## src/rtl/vtb_pkg.sv

```systemverilog
// Shared types, sizes and the trellis predecessor helper for the Viterbi traceback unit.
package vtb_pkg;
  localparam int STATE_W    = 5;
  localparam int NUM_STATES = 32;
  localparam int TB_LEN     = 16;
  localparam int DEC_LEN    = 16;
  localparam int MEM_DEPTH  = 64;

  localparam int ADDR_W    = $clog2(MEM_DEPTH);
  localparam int STEP_W    = $clog2(TB_LEN + DEC_LEN);
  localparam int ACC_W     = $clog2(TB_LEN + DEC_LEN);
  localparam int DEC_IDX_W = $clog2(DEC_LEN);
  localparam int OUT_CNT_W = $clog2(DEC_LEN + 1);

  typedef logic [STATE_W-1:0] state_t;

  typedef enum logic [1:0] {
    IDLE  = 2'd0,
    TRACE = 2'd1,
    LOAD  = 2'd2
  } fsm_t;

  // The survivor decision for a state supplies the bit shifted out of the
  // state register, so it becomes the new MSB of the predecessor.
  function automatic state_t vtb_pred(input state_t state,
                                      input logic [NUM_STATES-1:0] dec_word);
    return {dec_word[state], state[STATE_W-1:1]};
  endfunction
endpackage

```

## src/rtl/vtb_lifo_out.sv

```systemverilog
// Output stage: loads a decoded block and shifts it out MSB first, one bit per
// cycle. Runs independently of the traceback FSM so a new trace can overlap it.
module vtb_lifo_out
  import vtb_pkg::*;
(
  input  logic               clk,
  input  logic               rst,
  input  logic               load,
  input  logic [DEC_LEN-1:0] load_data,
  output logic               bit_out,
  output logic               bit_valid
);

  logic [DEC_LEN-1:0]   out_sr_q, out_sr_d;
  logic [OUT_CNT_W-1:0] out_cnt_q, out_cnt_d;

  // Next-state: load a full block, otherwise shift while bits remain.
  always_comb begin
    out_sr_d  = out_sr_q;
    out_cnt_d = out_cnt_q;
    if (load) begin
      out_sr_d  = load_data;
      out_cnt_d = OUT_CNT_W'(DEC_LEN);
    end else if (out_cnt_q != '0) begin
      out_sr_d  = {out_sr_q[DEC_LEN-2:0], 1'b0};
      out_cnt_d = out_cnt_q - OUT_CNT_W'(1);
    end
  end

  // Shift register and remaining-bit counter.
  always_ff @(posedge clk or negedge rst) begin
    if (!rst) begin
      out_sr_q  <= '0;
      out_cnt_q <= '0;
    end else begin
      out_sr_q  <= out_sr_d;
      out_cnt_q <= out_cnt_d;
    end
  end

  assign bit_valid = (out_cnt_q != '0);
  assign bit_out   = out_sr_q[DEC_LEN-1] & bit_valid;

endmodule

```

## src/rtl/viterbi_traceback.sv

```systemverilog
// Survivor-path reader for the 32-state Viterbi decoder: stores one decision
// word per trellis step in a 64-entry circular buffer and traces back
// TB_LEN+DEC_LEN steps every DEC_LEN accepted words, emitting DEC_LEN bits
// oldest first.
// Optional feature macro: VTB_BEST_STATE_EN (adds best_state input as the
// traceback start state; otherwise tracing starts from state 0).
//
// state | meaning
// IDLE  | waiting for a trigger word
// TRACE | walking back one step per cycle, capturing the last DEC_LEN bits
// LOAD  | handing the captured block to the output stage
module viterbi_traceback
  import vtb_pkg::*;
(
  input  logic                  clk,
  input  logic                  rst,
  input  logic                  dec_valid,
  output logic                  dec_ready,
  input  logic [NUM_STATES-1:0] dec_word,
`ifdef VTB_BEST_STATE_EN
  input  logic [STATE_W-1:0]    best_state,
`endif
  output logic                  bit_out,
  output logic                  bit_valid,
  output logic                  busy
);

  localparam logic [ACC_W-1:0]  ACC_LAST  = ACC_W'(TB_LEN + DEC_LEN - 1);
  localparam logic [ACC_W-1:0]  ACC_REARM = ACC_W'(TB_LEN);
  localparam logic [STEP_W-1:0] STEP_LAST = STEP_W'(TB_LEN + DEC_LEN - 1);

  logic [NUM_STATES-1:0] mem_q [MEM_DEPTH];

  logic [ADDR_W-1:0]  wp_q, wp_d;
  logic [ACC_W-1:0]   acc_cnt_q, acc_cnt_d;
  fsm_t               fsm_q, fsm_d;
  logic [STEP_W-1:0]  step_q, step_d;
  logic [ADDR_W-1:0]  tb_addr_q, tb_addr_d;
  state_t             tb_state_q, tb_state_d;
  logic [DEC_LEN-1:0] dec_buf_q, dec_buf_d;

  logic                  trig_next, accept, trigger;
  logic [NUM_STATES-1:0] rd_word;
  logic [DEC_IDX_W-1:0]  dec_idx;
  state_t                start_state;

`ifdef VTB_BEST_STATE_EN
  assign start_state = best_state;
`else
  assign start_state = '0;
`endif

  // acc_cnt re-arms to TB_LEN after a trigger, so every trigger sits at ACC_LAST.
  // Holding off the trigger word while tracing caps writes during a trace at
  // DEC_LEN-1, keeping the 32 words under traceback intact.
  assign trig_next = (acc_cnt_q == ACC_LAST);
  assign dec_ready = !((fsm_q != IDLE) && trig_next);
  assign accept    = dec_valid && dec_ready;
  assign trigger   = accept && trig_next;
  assign rd_word   = mem_q[tb_addr_q];
  assign dec_idx   = DEC_IDX_W'(step_q - STEP_W'(TB_LEN));
  assign busy      = (fsm_q != IDLE);

  // Write side, trigger bookkeeping and traceback sequencing.
  always_comb begin
    wp_d       = wp_q;
    acc_cnt_d  = acc_cnt_q;
    fsm_d      = fsm_q;
    step_d     = step_q;
    tb_addr_d  = tb_addr_q;
    tb_state_d = tb_state_q;
    dec_buf_d  = dec_buf_q;
    if (accept) begin
      wp_d      = wp_q + ADDR_W'(1);
      acc_cnt_d = trig_next ? ACC_REARM : acc_cnt_q + ACC_W'(1);
    end
    case (fsm_q)
      IDLE: begin
        if (trigger) begin
          fsm_d      = TRACE;
          step_d     = '0;
          tb_addr_d  = wp_q;
          tb_state_d = start_state;
        end
      end
      TRACE: begin
        if (step_q >= STEP_W'(TB_LEN)) dec_buf_d[dec_idx] = tb_state_q[0];
        tb_state_d = vtb_pred(tb_state_q, rd_word);
        tb_addr_d  = tb_addr_q - ADDR_W'(1);
        step_d     = step_q + STEP_W'(1);
        if (step_q == STEP_LAST) fsm_d = LOAD;
      end
      LOAD:    fsm_d = IDLE;
      default: fsm_d = IDLE;
    endcase
  end

  // Control and traceback registers.
  always_ff @(posedge clk or negedge rst) begin
    if (!rst) begin
      wp_q       <= '0;
      acc_cnt_q  <= '0;
      fsm_q      <= IDLE;
      step_q     <= '0;
      tb_addr_q  <= '0;
      tb_state_q <= '0;
      dec_buf_q  <= '0;
    end else begin
      wp_q       <= wp_d;
      acc_cnt_q  <= acc_cnt_d;
      fsm_q      <= fsm_d;
      step_q     <= step_d;
      tb_addr_q  <= tb_addr_d;
      tb_state_q <= tb_state_d;
      dec_buf_q  <= dec_buf_d;
    end
  end

  // Decision buffer; contents deliberately survive reset.
  always_ff @(posedge clk) begin
    if (accept) mem_q[wp_q] <= dec_word;
  end

  vtb_lifo_out u_lifo_out (
    .clk       (clk),
    .rst       (rst),
    .load      (fsm_q == LOAD),
    .load_data (dec_buf_q),
    .bit_out   (bit_out),
    .bit_valid (bit_valid)
  );

endmodule

```

## config.mk

```make
export PLATFORM = sky130hd
export DESIGN_NAME = viterbi_traceback
export DESIGN_NICKNAME = d
export VERILOG_FILES = /design/src/rtl/vtb_pkg.sv /design/src/rtl/vtb_lifo_out.sv /design/src/rtl/viterbi_traceback.sv
export SDC_FILE = /design/constraint.sdc
export NUM_CORES = 2
export LEC_CHECK = 0
export CAP_MARGIN = 10
export CORE_MARGIN = 4
export CORE_UTILIZATION = 40
export DETAILED_ROUTE_END_ITERATION = 8
export HOLD_SLACK_MARGIN = 0.12
export PLACE_DENSITY = 0.55
export REMOVE_ABC_BUFFERS = 1
export SKIP_CTS_REPAIR_TIMING = 1
export SYNTH_ARGS = -nofsm -noshare
export SYNTH_HDL_FRONTEND = slang
export SYNTH_HIERARCHICAL = 1
export SYNTH_SLANG_ARGS = --single-unit
```

## constraint.sdc

```tcl
create_clock -name clk -period 4.81 [get_ports clk]
set_clock_uncertainty 0.1 [all_clocks]
set_input_delay 0.962 -clock clk [delete_from_list [all_inputs] [get_ports clk]]
set_output_delay 0.962 -clock clk [all_outputs]
set_load 0.005 [all_outputs]
```

==> impl_metrics.csv <==
group,metric,value,unit
status,status,"finished clean",
critical_path,start_kind,"flop",
critical_path,max_stage_delay,650,ps
sta,rsz0062_at_grt,"no",
logic_synthesis,synth_top_family_by_area,"multiplexers",
detailed_routing,drt_iter0_drc,5502,
floorplan,dieHeight,460,µm
critical_path,critPathMaxFanout,34,
power_and_ir_drop,leakagePower,29.7,nW
detailed_routing,ant_nets,0,
floorplan,ios,39,
layout,synthToLayoutAreaGrowth,15.0,%
layout,regArea,0.0632,mm²
global_routing,grt_util_all_layers,0.230,
clocking,clkTransAtPathRegs,60,ps
logic_synthesis,yosysTopAreaCell,"edfxtp_1",
layout,drive_above_1_share,0.271,
critical_path,end_kind,"flop",
floorplan,die_w,460,µm
placement,place_hpwl,143000,µm
floorplan,dieArea,0.211,mm²
logic_synthesis,synth_area_per_cell,21.6,µm²
logic_synthesis,muxShareOfSynthArea,0.154,
clocking,cts_max_path_buffers,3,
sta,post-route-period-util,0.876,
logic_synthesis,netlist.area_leader.share,0.754,
logic_synthesis,synthSimpleGateAreaFrac,0.0229,
layout,multiInputGateArea,0.0177,mm²
floorplan,rows,165,
detailed_routing,drc_errors,0,
floorplan,core_area,0.203,mm²
sta,max_freq,237,MHz
detailed_routing,wl_per_cell,35.1,µm
sta,setup_violations,0,
logic_synthesis,ys_types,75,
logic_synthesis,synth_edf_count,2048,
min_path,hold_depth,2,
power_and_ir_drop,p_per_area,552,mW/mm²
job,cap_violations,0,
sta,relSlewSlack,0.157,
logic_synthesis,synth_fa_ha_area_frac,0.00138,
critical_path,cp_cell_sequence,"buf_12 -> buf_4 -> mux4_2 -> mux4_2 -> o211a_1 -> o211ai_1 -> o2111ai_1 -> and4b_1 -> o221a_1",
placement,globalplace.congestion,0.847,
detailed_routing,viasPerCell,5.98,
layout,fillers,16700,
logic_synthesis,synth_area_leaders,"edfxtp_1 (75%), mux4_2 (13%), dfrtp_1 (2.0%)",
global_routing,grt_max_degree,70,
logic_synthesis,synth_xor_area_frac,0.000751,
global_routing,grt_pass1_wl,338000,µm
logic_synthesis,ys.flop_type,"edfxtp_1",
clocking,cts_sinks,2114,
logic_synthesis,syn_inst,3778,
global_routing,antenna_found_initial,16,
clocking,cts_tree,"yes",
sta,hold_ws,384,ps
sta,final_hold_viol_count,0,
logic_synthesis,yosysSeqAreaShare,0.774,
critical_path,worstPathArrival,4840,ps
logic_synthesis,synth_compound_area_frac,0.0320,
logic_synthesis,synth-seq-cells,2114,
clocking,cts_buffers,213,
clocking,clk_latency,850,ps
floorplan,start_util,0.403,
power_and_ir_drop,vdd_drop_max,0.385,mV
critical_path,worstPathRequired,5440,ps
layout,nets,4118,
detailed_routing,wl,243000,µm
placement,portBuffers,38,
sta,worst_slack,597,ps
logic_synthesis,netlist_area,0.0816,mm²
sta,maxSlewViolCount,0,
detailed_routing,vias,41400,
logic_synthesis,async_reset_ff_frac,0.0312,
logic_synthesis,ys_warn_count,6,
critical_path,cpMaxStageDelayCell,"dfrtp_4",
sta,fin_crit,4210,ps
global_routing,overflow,0,
critical_path,critPathKind,"flop to flop",
sta,worstMarginPinSlew,1260,ps
global_routing,grt_pass1_vias,41300,
detailed_routing,firstDrtPassIters,5,
placement,dpl_worst_slack,620,ps
critical_path,rr_worst_depth,9,
clocking,htreeDepth,4,
clocking,root_buffer,"clkbuf_16",
critical_path,crit_top_cell,"mux4_2",
min_path,hp-class,"flop to flop",
-- flip-flops by register name, indices dropped and copies added (netlist names), 6 cells and up --
| name | flops |
|---|---|
| u_lifo_out/out_sr_q | 16 |
| tb_addr_q | 6 |
| mem_q | 2048 |
| dec_buf_q | 16 |
| wp_q | 6 |
-- per-layer routing --
layer | part of all wire | up-vias | track usage
li1 | - | 16600 | -
met3 | 0.084 | 420 | 0.0473
met5 | 0.00012 | - | 0
met1 | 0.41 | 22500 | 0.323
met2 | 0.47 | 1974 | 0.364
met4 | 0.033 | 4 | 0.0706
-- synthesized netlist by cell type (4+ instances only) --
master,number
o21ai_0,69
or3_1,5
a221oi_1,17
o211ai_1,6
a22oi_1,57
ha_1,9
and2_1,11
o32ai_1,6
xnor2_1,5
o21ai_1,5
o31ai_1,15
nand4_1,9
dfrtp_1,66
buf_4,38
a311oi_1,6
and3_1,10
nor2b_1,18
a2111oi_0,9
mux2i_1,157
buf_2,68
nand3b_1,11
nand2_1,135
o22ai_1,14
nor2_1,104
mux4_2,483
buf_6,18
a211oi_1,11
nor4_1,9
nor3_1,24
nand2b_1,10
a32oi_1,6
a31oi_1,12
a22o_1,15
a21oi_1,61
edfxtp_1,2048
nand3_1,30
a211o_1,4
buf_1,17
mux2_2,12
clkbuf_1,71
o221ai_1,41
inv_1,8
-- per-stage QoR --
step	area (µm²)	std cells	utilization	TNS (ps)	power [W]
global route	93800	6923	0.463	0	0.0536
global placement	87000	6530	0.430	0	0.0360
CTS	93800	6922	0.463	0	0.0521
finish	93800	6926	0.463	0	0.0518
detailed placement	87000	6530	0.430	0	0.0360
floorplan	80400	3566	-	-100930	0.0285
-- worst max-delay path: cells and delay by family (launching register included) --
kind	cells	cell delay (ps)
multiplexers	2	1100
AO/OA/AOI/OAI	4	1030
buffers and inverters	2	870
flip-flops	1	650
AND/OR/NAND/NOR	1	240
-- report_power, final --
group | leakage [nW] | total [W] | switching (W) | internal (W)
clock | 3.29 | 0.0162 | 0.00700 | 0.00918
combinational | 7.13 | 0.0141 | 0.00862 | 0.00552
sequential | 19.3 | 0.0215 | 0.000570 | 0.0209
total | 29.7 | 0.0518 | 0.0162 | 0.0356
-- placed cells by master, fill, tap and decap left out, types with 7 or more instances in the layout --
cell type  Yosys  layout
o221ai_1      41      41
a22oi_1       57      57
o21ai_0       69      69
nor2_4         0      65
nor2b_1       18      15
a22o_1        15      15
dfrtp_1       66      61
ha_1           9       9
a2111oi_0      9       9
buf_12         0      48
mux4_2       483     483
a21oi_1       61      61
nand3_1       30      30
clkinv_1       3      44
and3_1        10      10
mux2i_1      157     157
nor2_1       104      38
clkbuf_16      0     217
a31oi_1       12      12
nand3b_1      11      11
buf_4         38     208
o31ai_1       15      15
buf_2         68      31
edfxtp_1    2048    2048
nor3_1        24      24
a211oi_1      11      11
inv_1          8       7
o22ai_1       14      14
a221oi_1      17      17
clkbuf_1      71      67
and2_1        11      10
nand2_1      135     135
nand4_1        9       9
nand2b_1      10      10
nor4_1         9       9
mux2_2        12      12
bufinv_16      0      16
clkinv_2       0      32
-- logic make-up (layout without fill, tap and decap cells) --
family,count (synthesis),count (layout)
xor+xnor,7,7
flops,2114,2114
fa+ha+maj,9,9
other cells,0,3
mux,652,652
compound gates,375,375
simple gates,395,395
buf+inv,226,699
-- path summary, 6_finish.rpt --
check,start,end,slack [ps]
max,tb_addr_q[0]$_DFFE_PN0P_,tb_state_q[4]$_DFFE_PN0P_,600
min,dec_buf_q[4]$_DFFE_PN0P_,u_lifo_out/out_sr_q[4]$_DFFE_PN0P_,380
max reg2reg,tb_addr_q[0]$_DFFE_PN0P_,tb_state_q[4]$_DFFE_PN0P_,600
min reg2reg,dec_buf_q[4]$_DFFE_PN0P_,u_lifo_out/out_sr_q[4]$_DFFE_PN0P_,380
max in group asynchronous,rst,tb_addr_q[2]$_DFFE_PN0P_,3150
min in group asynchronous,rst,u_lifo_out/out_cnt_q[1]$_DFFE_PN0P_,590
-- area by class of cell --
type                       instances  area share
timing repair buffer             293      0.0292
multi-input combinational       1438       0.189
inverter                          14    0.000613
clock buffer                     285      0.0607
antenna                            3   0.0000800
sequential                      2114       0.673
tap                             2672      0.0356
clock inverter                   107      0.0113
No activity file was read; power rests on OpenSTA's default activity.
